File: src/rtl/pipeline_ctrl_pkg.sv
// Shared constants and state encoding for the KANADE32 stage sequencer.
package kanade32_pipe_pkg;

  localparam int MODE_SEQ  = 0;
  localparam int MODE_PIPE = 1;
  localparam int REG_ZERO  = 0;
  localparam int WAIT_W    = 3;

  typedef enum logic [2:0] {
    S_FETCH,
    S_DECODE,
    S_EXEC,
    S_MEM,
    S_WB
  } seq_state_t;

endpackage

File: src/rtl/pipeline_ctrl_hazard_detect.sv
// Read-after-write hazard check of the decode sources against the three
// in-flight destinations; register zero is hardwired and never conflicts.
module hazard_detect
  import kanade32_pipe_pkg::*;
#(
  parameter int REG_AW = 5
) (
  input  logic [REG_AW-1:0] id_rs,
  input  logic [REG_AW-1:0] id_rt,
  input  logic              id_uses_rs,
  input  logic              id_uses_rt,
  input  logic [REG_AW-1:0] ex_dst,
  input  logic              ex_reg_write,
  input  logic [REG_AW-1:0] mem_dst,
  input  logic              mem_reg_write,
  input  logic [REG_AW-1:0] wb_dst,
  input  logic              wb_reg_write,
  output logic              hazard
);

  function automatic logic src_hit(input logic [REG_AW-1:0] src,
                                   input logic [REG_AW-1:0] dst,
                                   input logic              we);
    return we && (dst != REG_AW'(REG_ZERO)) && (src == dst);
  endfunction

  logic rs_hit;
  logic rt_hit;

  always_comb begin
    rs_hit = id_uses_rs && (src_hit(id_rs, ex_dst, ex_reg_write) ||
                            src_hit(id_rs, mem_dst, mem_reg_write) ||
                            src_hit(id_rs, wb_dst, wb_reg_write));
    rt_hit = id_uses_rt && (src_hit(id_rt, ex_dst, ex_reg_write) ||
                            src_hit(id_rt, mem_dst, mem_reg_write) ||
                            src_hit(id_rt, wb_dst, wb_reg_write));
    hazard = rs_hit || rt_hit;
  end

endmodule

File: src/rtl/pipeline_ctrl.sv
// Stage-enable / RAM-port sequencer for the FD/DE/EM/MW/WB pipeline, either
// one stage per cycle (MODE_SEQ) or fully pipelined with interlocks (MODE_PIPE).
//
// state    | meaning
// S_FETCH  | load FD from RAM at PC
// S_DECODE | load DE
// S_EXEC   | load EM
// S_MEM    | RAM addressed by MW ALU result, held MEM_LAT cycles on access
// S_WB     | regfile write and PC update
module pipeline_ctrl
  import kanade32_pipe_pkg::*;
#(
  parameter int MODE    = 1,
  parameter int REG_AW  = 5,
  parameter int MEM_LAT = 1,
  parameter int CNT_W   = 16
) (
  input  logic              clk,
  input  logic              reset_n,
  input  logic [REG_AW-1:0] id_rs,
  input  logic [REG_AW-1:0] id_rt,
  input  logic              id_uses_rs,
  input  logic              id_uses_rt,
  input  logic [REG_AW-1:0] ex_dst,
  input  logic              ex_reg_write,
  input  logic [REG_AW-1:0] mem_dst,
  input  logic              mem_reg_write,
  input  logic [REG_AW-1:0] wb_dst,
  input  logic              wb_reg_write,
  input  logic              mem_access,
  input  logic              mem_write,
  input  logic              redirect,
  output logic              pc_wren,
  output logic              fd_wren,
  output logic              de_wren,
  output logic              em_wren,
  output logic              mw_wren,
  output logic              reg_wren,
  output logic              mem_wren,
  output logic              ram_addr_src,
  output logic              fd_flush,
  output logic              de_flush,
  output logic              em_flush,
  output logic [CNT_W-1:0]  stall_cnt
);

  localparam logic [WAIT_W-1:0] LAST_WAIT = WAIT_W'(MEM_LAT - 1);

  seq_state_t        state_q, state_d;
  logic [WAIT_W-1:0] wait_q, wait_d;
  logic [CNT_W-1:0]  stall_q;
  logic              hazard;

  hazard_detect #(.REG_AW(REG_AW)) u_hazard (
    .id_rs         (id_rs),
    .id_rt         (id_rt),
    .id_uses_rs    (id_uses_rs),
    .id_uses_rt    (id_uses_rt),
    .ex_dst        (ex_dst),
    .ex_reg_write  (ex_reg_write),
    .mem_dst       (mem_dst),
    .mem_reg_write (mem_reg_write),
    .wb_dst        (wb_dst),
    .wb_reg_write  (wb_reg_write),
    .hazard        (hazard)
  );

  always_ff @(posedge clk) begin
    if (!reset_n) begin
      state_q <= S_FETCH;
      wait_q  <= '0;
      stall_q <= '0;
    end else begin
      state_q <= state_d;
      wait_q  <= wait_d;
      if (MODE == MODE_PIPE && !pc_wren && !(&stall_q))
        stall_q <= stall_q + CNT_W'(1);
    end
  end

  assign stall_cnt = stall_q;

  // Outputs are also gated by reset_n so an access in flight when reset
  // arrives can never strobe the RAM.
  always_comb begin
    state_d      = state_q;
    wait_d       = wait_q;
    pc_wren      = 1'b0;
    fd_wren      = 1'b0;
    de_wren      = 1'b0;
    em_wren      = 1'b0;
    mw_wren      = 1'b0;
    reg_wren     = 1'b0;
    mem_wren     = 1'b0;
    ram_addr_src = 1'b0;
    fd_flush     = 1'b0;
    de_flush     = 1'b0;
    em_flush     = 1'b0;

    if (!reset_n) begin
      fd_flush = 1'b1;
      de_flush = 1'b1;
      em_flush = 1'b1;
    end else if (MODE == MODE_SEQ) begin
      case (state_q)
        S_FETCH: begin
          fd_wren = 1'b1;
          state_d = S_DECODE;
        end
        S_DECODE: begin
          de_wren = 1'b1;
          state_d = S_EXEC;
        end
        S_EXEC: begin
          em_wren = 1'b1;
          state_d = S_MEM;
        end
        S_MEM: begin
          ram_addr_src = 1'b1;
          if (!mem_access) begin
            mw_wren = 1'b1;
            state_d = S_WB;
          end else if (wait_q == LAST_WAIT) begin
            mw_wren  = 1'b1;
            mem_wren = mem_write;
            wait_d   = '0;
            state_d  = S_WB;
          end else begin
            wait_d = wait_q + WAIT_W'(1);
          end
        end
        S_WB: begin
          reg_wren = 1'b1;
          pc_wren  = 1'b1;
          state_d  = S_FETCH;
        end
        default: state_d = S_FETCH;
      endcase
    end else begin
      pc_wren  = 1'b1;
      fd_wren  = 1'b1;
      de_wren  = 1'b1;
      em_wren  = 1'b1;
      mw_wren  = 1'b1;
      reg_wren = 1'b1;

      if (mem_access && wait_q < LAST_WAIT) begin
        pc_wren      = 1'b0;
        fd_wren      = 1'b0;
        de_wren      = 1'b0;
        em_wren      = 1'b0;
        mw_wren      = 1'b0;
        reg_wren     = 1'b0;
        ram_addr_src = 1'b1;
        wait_d       = wait_q + WAIT_W'(1);
      end else if (mem_access) begin
        // RAM port is busy with the data access, so the fetch is replayed.
        ram_addr_src = 1'b1;
        mem_wren     = mem_write;
        wait_d       = '0;
        pc_wren      = 1'b0;
        fd_wren      = 1'b0;
        de_flush     = 1'b1;
        if (redirect) begin
          pc_wren  = 1'b1;
          fd_flush = 1'b1;
          em_flush = 1'b1;
        end
      end else if (redirect) begin
        fd_flush = 1'b1;
        de_flush = 1'b1;
        em_flush = 1'b1;
      end else if (hazard) begin
        pc_wren  = 1'b0;
        fd_wren  = 1'b0;
        de_flush = 1'b1;
      end
    end
  end

endmodule

File: config.mk
export PLATFORM = sky130hd
export DESIGN_NAME = pipeline_ctrl
export DESIGN_NICKNAME = d
export VERILOG_FILES = /design/src/rtl/pipeline_ctrl_pkg.sv /design/src/rtl/pipeline_ctrl_hazard_detect.sv /design/src/rtl/pipeline_ctrl.sv
export SDC_FILE = /design/constraint.sdc
export NUM_CORES = 1
export LEC_CHECK = 0
export BUFFER_PORTS_ARGS = -buffer_cell sky130_fd_sc_hd__buf_2
export CAP_MARGIN = 20
export CORE_MARGIN = 1
export CORE_UTILIZATION = 38
export CTS_BUF_LIST = sky130_fd_sc_hd__clkbuf_4 sky130_fd_sc_hd__clkbuf_8
export CTS_CLUSTER_SIZE = 12
export DETAILED_ROUTE_END_ITERATION = 12
export PLACE_DENSITY = 0.66
export SKIP_CTS_REPAIR_TIMING = 1
export SLEW_MARGIN = 20
export SYNTH_ARGS = -nofsm -noshare
export SYNTH_HDL_FRONTEND = slang
export SYNTH_SLANG_ARGS = --single-unit
File: constraint.sdc
create_clock -name clk -period 2.9 [get_ports clk]
set_clock_uncertainty 0.1 [all_clocks]
set_input_delay 0.29 -clock clk [delete_from_list [all_inputs] [get_ports clk]]
set_output_delay 0.29 -clock clk [all_outputs]
set_load 0.05 [all_outputs]
# Yosys cells after proc, flatten, opt, wreduce, memory -nomap -nowiden
# Cells that the tools add are included.
[totals]
reg_bits = 19
latchBits = 0
ramBits = 0
mem_bits_ro = 0
inputBits = 35
output_inout_bits = 27
wordCells = 62
n_memories = 0
[classes]
n_addsub = 2
mul = 0
n_div = 0
magnitude_cmp = 1
n_eq_ne = 6
shift = 0
muxes = 26
bitwise = 0
reduce_logical = 25
[op_table]
columns = ["cell", "n"]
rows = [
  ["$eq 5x5->1", 6],
  ["$mux 1", 24],
  ["$add 16x1->16 const B", 1],
  ["$reduce_and 16->1", 1],
  ["$reduce_bool 5->1", 3],
  ["$logic_and 1x1->1", 13],
  ["$mux 3", 2],
  ["$logic_or 1x1->1", 5],
  ["$add 3x1->3 const B", 1],
  ["$lt 3x1->1 const B", 1],
  ["$logic_not 1->1", 2],
  ["$reduce_bool 2->1", 1],
]

# Longest topological paths before layout
# Gate-level depths: netlist (run 1).
[logic_depth]
word_depth = 14
mapped_depth = 9
depth_no_buf = 8

# Hierarchy
# Synthesis (run 1) repeated with hierarchy kept, for this count alone.
[hier_totals]
cells_unflattened = 161
area_unflattened_um2 = 1348.8
[modules_own_cells]
columns = ["module", "n_inst", "cells_each", "area_per_inst_um2", "seq_area_each_um2"]
rows = [
  ["pipeline_ctrl", 1, 109, 958.4, 320.3],
  ["hazard_detect", 1, 52, 390.4, 0.0],
]

# Least setup slack after synthesis (run 1)
# No wires, ideal clock.
[synth_path]
kind = "input port to output port"
from = "input port ex_dst[1]"
to = "output port fd_wren"
arrival_ps = 2153
required_ps = 2510
path_slack_ps = 357
path_stages = 6
path_buffers = 0
cell_sequence = "or4_1 > o21ai_2 > nor4_1 > o31ai_1 > a21oi_1 > nor2_1"
[synth_between]
elab_chain_len = 12
word_cells_on_any_way = 18
[synth_lines]
columns = ["item", "line_no", "rtl"]
rows = [
  ["start: declaration", "pipeline_ctrl.sv:24", "input logic [REG_AW-1:0] ex_dst,"],
  ["$reduce_bool 5->1", "pipeline_ctrl_hazard_detect.sv:24", "return we && (dst != REG_AW'(REG_ZERO)) && (src == dst);"],
  ["$logic_and 1x1->1 (2 in series)", "pipeline_ctrl_hazard_detect.sv:24", ""],
  ["$logic_or 1x1->1, on equally long branches", "pipeline_ctrl_hazard_detect.sv:31, pipeline_ctrl_hazard_detect.sv:34", ""],
  ["$logic_or 1x1->1, on equally long branches", "pipeline_ctrl_hazard_detect.sv:32, pipeline_ctrl_hazard_detect.sv:35", ""],
  ["$logic_and 1x1->1, on equally long branches", "pipeline_ctrl_hazard_detect.sv:31, pipeline_ctrl_hazard_detect.sv:34", ""],
  ["$logic_or 1x1->1 (*)", "pipeline_ctrl_hazard_detect.sv:37", "hazard = rs_hit || rt_hit;"],
  ["$mux 1 (*)", "pipeline_ctrl.sv:173", "end else if (hazard) begin"],
  ["$mux 1 (*)", "pipeline_ctrl.sv:169", "end else if (redirect) begin"],
  ["$mux 1 (*)", "pipeline_ctrl.sv:156", "end else if (mem_access) begin"],
  ["$mux 1 (*)", "pipeline_ctrl.sv:147", "if (mem_access && wait_q < LAST_WAIT) begin"],
  ["$mux 1 (*)", "pipeline_ctrl.sv:100", "if (!reset_n) begin"],
  ["end: declaration", "pipeline_ctrl.sv:34", "output logic fd_wren,"],
]
# Mark *: on every way between the ends. The rest lies on a longest branch, timed or not.

# Worst setup path after layout (run 1)
[layout_path]
from = "input port ex_dst[1]"
to = "output port pc_wren"
[layout_between]
elab_chain_len = 12
word_cells_on_any_way = 18
[layout_lines]
columns = ["item", "line_no", "rtl"]
rows = [
  ["$reduce_bool 5->1", "pipeline_ctrl_hazard_detect.sv:24", ""],
  ["$logic_and 1x1->1 (2 in series)", "pipeline_ctrl_hazard_detect.sv:24", ""],
  ["$logic_or 1x1->1, on equally long branches", "pipeline_ctrl_hazard_detect.sv:31, pipeline_ctrl_hazard_detect.sv:34", ""],
  ["$logic_or 1x1->1, on equally long branches", "pipeline_ctrl_hazard_detect.sv:32, pipeline_ctrl_hazard_detect.sv:35", ""],
  ["$logic_and 1x1->1, on equally long branches", "pipeline_ctrl_hazard_detect.sv:31, pipeline_ctrl_hazard_detect.sv:34", ""],
  ["$logic_or 1x1->1 (*)", "pipeline_ctrl_hazard_detect.sv:37", ""],
  ["$mux 1 (*)", "pipeline_ctrl.sv:173", ""],
  ["$mux 1 (*)", "pipeline_ctrl.sv:169", ""],
  ["$mux 1 (*)", "pipeline_ctrl.sv:156", ""],
  ["$mux 1 (*)", "pipeline_ctrl.sv:147", ""],
  ["$mux 1 (*)", "pipeline_ctrl.sv:100", ""],
  ["end: declaration", "pipeline_ctrl.sv:33", "output logic pc_wren,"],
]
# Marks and branches as above.

==> metrics.yaml, run 1 <==
status: "complete, no violations"
first_global_vias: 1323
finalSetupViolCount: 0
post-route-period-util_pct: 87.6
nets: 268
fmax_ghz: 0.394
detail_route.wirelength_um: 3490
antenna_left: 0
cp-start-kind: "input pin"
num_io_pins: 62
die_w_um: 62.1
muxShareOfSynthArea_pct: 1.46
worstReg2RegStart: "stall_cnt[0]"
min-delay-start: "reset_n"
fin_total_pwr_uw: 543
layout-drive-gt1-share_pct: 32.5
synth_flop_cell: "dfxtp_1"
yosysWarnings: 0
whs_path_depth: 2
area_growth_pct: 25.3
start_util_pct: 40.5
cts_tree: "built"
synth-edff-count: 0
portBuffers: 61
hold_slack_ns: 0.334
synth_xor_area_share_pct: 19.1
reg2reg_to: "stall_cnt[3]"
antenna_found_initial: 0
synth.avg_cell_area_um2: 7.98
drv_cap: 0
rows: 21
synthCells: 172
postPlaceCellArea_um2: 1680
r2r_cells: 8
synth_simple_gate_area_share_pct: 31.4
tightest_slew_ns: 0.562
synth_top_family_by_area: "simple AND/OR/NAND/NOR gates"
slew_viol_final: 0
finalHoldViolations: 0
min_period_ns: 2.54
finalSetupTns_ns: 0
vias: 1492
synth_compound_area_share_pct: 16.2
track_usage_pct: 18.1
drc: 0
diodes: 0
cts_made_buffers: 3
cp-end-kind: "output port"
core_um2: 3390
synth_area_um2: 1370
irDropWorstVdd_uv: 126
slew_headroom_pct: 62.0
grt_pass1_wl_um: 5740
die_area_um2: 3860
clock_path_buffers: 2
nFillCells: 351
p_per_area_nw_per_um2: 316
ys_ff_latch: 16
largest_register_ffs: 16
synthAdderAreaFrac_pct: 0.912
worstPathRequired_ns: 2.51
rsz0062_at_grt: "no"
arrival_ns: 2.15
path_clk_slew_ns: 0.11
root_buffer: "clkbuf_4"
yosysSeqAreaShare_pct: 23.3
yosysTopAreaCell: "dfxtp_1"
ys_types: 40
overflow: 0
path_max_fanout: 3
synth_area_leaders: "dfxtp_1 (23%), xnor2_1 (11%), xor2_1 (7.7%)"
wire_per_inst_um: 12.6
dp_hpwl_um: 2790
place_inst: 273
insertion_delay_ns: 0.30
r2r_slack_ns: 0.70
holdPathEnd: "stall_cnt[12]"
via_per_inst: 5.39
synth_async_sr_flop_share_pct: 0
cts_max_level: 1
synth_nets: 208
drtIter0Drc: 62
hp-class: "input pin to flip-flop"
die_y_um: 62.1
fin_area_um2: 1720
grt_start_max_net_pins: 29
fin_cells: 277
clock_sinks: 16
leakage_uw: 0.000726
gp_congestion: 0.866
synth_top_area_share_pct: 23.3
worstSetupPathType: "input pin to output port"
dr.pass1.iters: 4
## cell families after synthesis
kind of cell	after synthesis
compound gates	30
xor+xnor	30
fa+ha+maj	1
buf+inv	15
flops	16
mux	2
simple gates	78
## worst max-delay path: stages
cell,delay [ns]
buf_2,0.12
or4_1,0.53
o21ai_2,0.14
nor4_1,0.08
o31ai_1,0.34
a31o_2,0.23
and2_1,0.14
buf_2,0.26
## stage by stage
stage | worst slack [ns] | utilization [%]
6_report | 0.359 | 50.8
5_1_grt | 0.254 | 50.8
4_1_cts | 0.341 | 50.8
3_5_place_dp | 0.347 | 49.7
3_3_place_gp | 0.365 | 49.7
2_1_floorplan | 0.357 | -
## synthesized netlist by cell type (all sizes together) (2+ instances only)
| cell type | instances |
|---|---|
| a21oi | 4 |
| and3 | 3 |
| buf | 9 |
| clkbuf | 2 |
| dfxtp | 16 |
| inv | 4 |
| mux2i | 2 |
| nand2 | 23 |
| nand2b | 3 |
| nand3 | 9 |
| nand4 | 6 |
| nor2 | 4 |
| nor4 | 8 |
| o211ai | 8 |
| o21ai | 4 |
| o31ai | 5 |
| o41ai | 2 |
| or2 | 2 |
| or3 | 4 |
| or4 | 12 |
| xnor2 | 18 |
| xor2 | 12 |
## worst max path at each step
stage / start / end / slack (ns)
after global routing: ex_dst[1] / pc_wren / 0.25
after global placement: ex_dst[1] / pc_wren / 0.36
after floorplan: ex_dst[1] / fd_wren / 0.36
final: ex_dst[1] / pc_wren / 0.36
after detailed placement: ex_dst[1] / pc_wren / 0.35
after CTS: ex_dst[1] / pc_wren / 0.34
## layout by cell type, fill, tap and decap left out, types with 2 or more instances in the layout
| cell | n |
|---|---|
| clkbuf_4 | 3 |
| or2_2 | 2 |
| nor4_1 | 8 |
| buf_4 | 5 |
| o41ai_1 | 2 |
| dfxtp_1 | 16 |
| or4_1 | 12 |
| mux2i_1 | 2 |
| buf_2 | 61 |
| inv_1 | 4 |
| nor2_1 | 4 |
| nand4_1 | 6 |
| o31ai_1 | 5 |
| nand2_1 | 23 |
| o21ai_2 | 2 |
| o211ai_1 | 8 |
| xnor2_1 | 18 |
| nand2b_1 | 3 |
| or3_1 | 4 |
| and3_1 | 3 |
| nand3_1 | 9 |
| xor2_1 | 12 |
| a21oi_1 | 4 |
## layer usage
layer  vias up  track usage, %  share of wire (%)
li1        761               -                  -
met1       664            24.0                 48
met2        64            30.5                 45
met3         3            1.47                5.8
met4         0            6.98               0.83
met5         -               0                  0
## layout make-up
cell class                 instances  area, um2  share of cell area, %
sequential                        16        320                   18.6
multi-input combinational        141        948                   55.1
tap                               46       57.6                   3.35
inverter                           4       15.0                  0.873
timing repair buffer              66        343                   19.9
clock buffer                       4       36.3                   2.11
## power by group
| part | switching (uW) | total [uW] | leakage [uW] | internal (uW) |
|---|---|---|---|---|
| combinational | 103 | 164 | 0.000576 | 61.4 |
| sequential | 2.81 | 225 | 0.000129 | 222 |
| clock | 77.6 | 154 | 0.0000210 | 76.6 |
| total | 183 | 543 | 0.000726 | 360 |
Note: power is estimated with default switching activity, not from simulation.
==> inputs of run 2 (changes only) <==
--- a/config.mk
+++ b/config.mk
@@ -9,7 +9,7 @@
 export CAP_MARGIN = 20
 export CORE_MARGIN = 1
 export CORE_UTILIZATION = 38
-export CTS_BUF_LIST = sky130_fd_sc_hd__clkbuf_4 sky130_fd_sc_hd__clkbuf_8
+export CTS_BUF_LIST = sky130_fd_sc_hd__clkbuf_4
 export CTS_CLUSTER_SIZE = 12
 export DETAILED_ROUTE_END_ITERATION = 12
 export PLACE_DENSITY = 0.66
==> run 2 against run 1 <==
Effect of this change: cell area is 0.58% lower; first-iteration DRC count is 16% lower; non-clock buffer count stayed put; critical path depth stayed put; register-to-register slack hardly changed; combinational power hardly changed; hold slack better by 0.0067 ns; worst setup slack worse by 0.0029 ns; global-route usage is 0.12 points higher; maximum frequency is 0.12% lower; power is 5.1% lower; critical path type unchanged; highest routed layer unchanged.
==> metrics.yaml, run 2 (synthesis gave the netlist of run 1 again) <==
leakage_uw: 0.000720  # -0.77%
rsz0062_at_grt: "no"
cts_made_buffers: 3  # unchanged
p_per_area_nw_per_um2: 302  # -4.5%
cp_slowest_cell: "or4_1"
gp_congestion: 0.866  # unchanged
path_buf_inv: 2  # unchanged
dr.pass1.iters: 4  # unchanged
via_per_inst: 5.45  # +1.1%
finalSetupTns_ns: 0  # unchanged
worstPathRequired_ns: 2.51  # about the same
cts_tree: "built"
arrival_ns: 2.15  # about the same
antenna_left: 0  # unchanged
mostFrequentLayoutCells: "buf_2 (61), nand2_1 (23), xnor2_1 (18)"
cts_max_level: 1  # unchanged
dp_slack_ns: 0.347  # unchanged
diodes: 0  # unchanged
drtIter0Drc: 52  # -16%
layout-drive-gt1-share_pct: 32.0  # -0.43 points
detail_route.wirelength_um: 3520  # +1.1%
slew_viol_final: 0  # unchanged
start_util_pct: 40.5  # unchanged
cp-start-kind: "input pin"
core_um2: 3390  # unchanged
num_io_pins: 62  # unchanged
min_period_ns: 2.54  # +0.00292 ns
grt_start_max_net_pins: 29  # unchanged
clock_sinks: 16  # unchanged
fin_ws_ns: 0.356  # -0.00292 ns
drc: 0  # unchanged
vias: 1509  # +1.1%
crit_family: "simple AND/OR/NAND/NOR gates"
status: "complete, no violations"
path_clk_slew_ns: 0.11  # about the same
post-route-period-util_pct: 87.7  # +0.10 points
wire_per_inst_um: 12.7  # +1.1%
die_y_um: 62.1  # unchanged
irDropWorstVdd_uv: 126  # -0.33%
tightest_slew_ns: 0.564  # +0.00147 ns
fmax_ghz: 0.393  # -0.12%
hp-class: "input pin to flip-flop"
nets: 268  # unchanged
root_buffer: "clkbuf_4"
overflow: 0  # unchanged
rows: 21  # unchanged
portBuffers: 61  # unchanged
antenna_found_initial: 0  # unchanged
finalHoldViolations: 0  # unchanged
die_w_um: 62.1  # unchanged
grt_pass1_wl_um: 5780  # +0.73%
insertion_delay_ns: 0.30  # about the same
cpMostUsedCell: "buf_2"
path_max_fanout: 3  # unchanged
dp_hpwl_um: 2790  # unchanged
clock_path_buffers: 2  # unchanged
cp-end-kind: "output port"
finalSetupViolCount: 0  # unchanged
drv_cap: 0  # unchanged
layout_commonest_cell: "buf_2"
cpPeakStageDelay_ns: 0.53  # about the same
area_growth_pct: 24.6
slew_headroom_pct: 61.9  # -0.099 points
worstSetupPathType: "input pin to output port"
largest_register_ffs: 16  # unchanged
track_usage_pct: 18.3  # +0.12 points
first_global_vias: 1319  # -0.30%
nFillCells: 351  # unchanged
cp_cell_sequence: "buf_2, or4_1, o21ai_2, nor4_1, o31ai_1, a31o_2, and2_1, buf_2"
die_area_um2: 3860  # unchanged
run 2: cell count changes in the layout (fill, tap and decap cells not counted):
cell      delta
clkbuf_8     -1
clkinv_1     +1
run 2: final timing paths:
check / cells past startpoint / end / from / slack, ns
max: 8 / pc_wren / ex_dst[1] / 0.36
min: 2 / stall_cnt[12] / reset_n / 0.34
max reg2reg: 8 / stall_cnt[4] / stall_cnt[0] / 0.71
min reg2reg: 2 / stall_cnt[10] / stall_cnt[10] / 0.38
run 2: metal layers:
layer  wire [um]  global-route usage (%)  share of wire, %
met5           0                       0                 0
met4          40                    6.98               1.1
met3         201                    1.47               5.7
met2        1590                    30.5                45
met1        1690                    24.4                48
run 2: report_power, final:
group          switching, uW  internal [uW]  total, uW
Combinational            103           61.4        165
Clock                   76.4           50.1        127
Sequential              2.80            222        225
Total                    182            333        516
run 2: worst register-to-register path, cell delays in order (launching register included):
cell and delay [ns]:
dfxtp_1 0.41, ha_1 0.25, nand2_1 0.07, nor4_1 0.37, nand4_1 0.22, or2_2 0.38, nand4_1 0.12, or4_1 0.11
nand2_1 0.05
run 2: through the flow:
stage                     hold WS [ns]  instance area, um2  cells  util (%)  total power [uW]
after floorplan                  0.415                1370    172         -               341
after global placement           0.377                1680    273      49.7               394
after detailed placement         0.373                1680    273      49.7               394
after CTS                        0.340                1710    277      50.5               521
after global routing             0.370                1710    277      50.5               542
final                            0.341                1710    277      50.5               516
run 2: final cells by class:
cell class	count	area, um2	share of cell area, %
tap	46	57.6	3.37
multi-input combinational	141	948	55.4
clock inverter	1	3.75	0.219
clock buffer	3	22.5	1.32
inverter	4	15.0	0.878
sequential	16	320	18.7
timing repair buffer	66	343	20.0
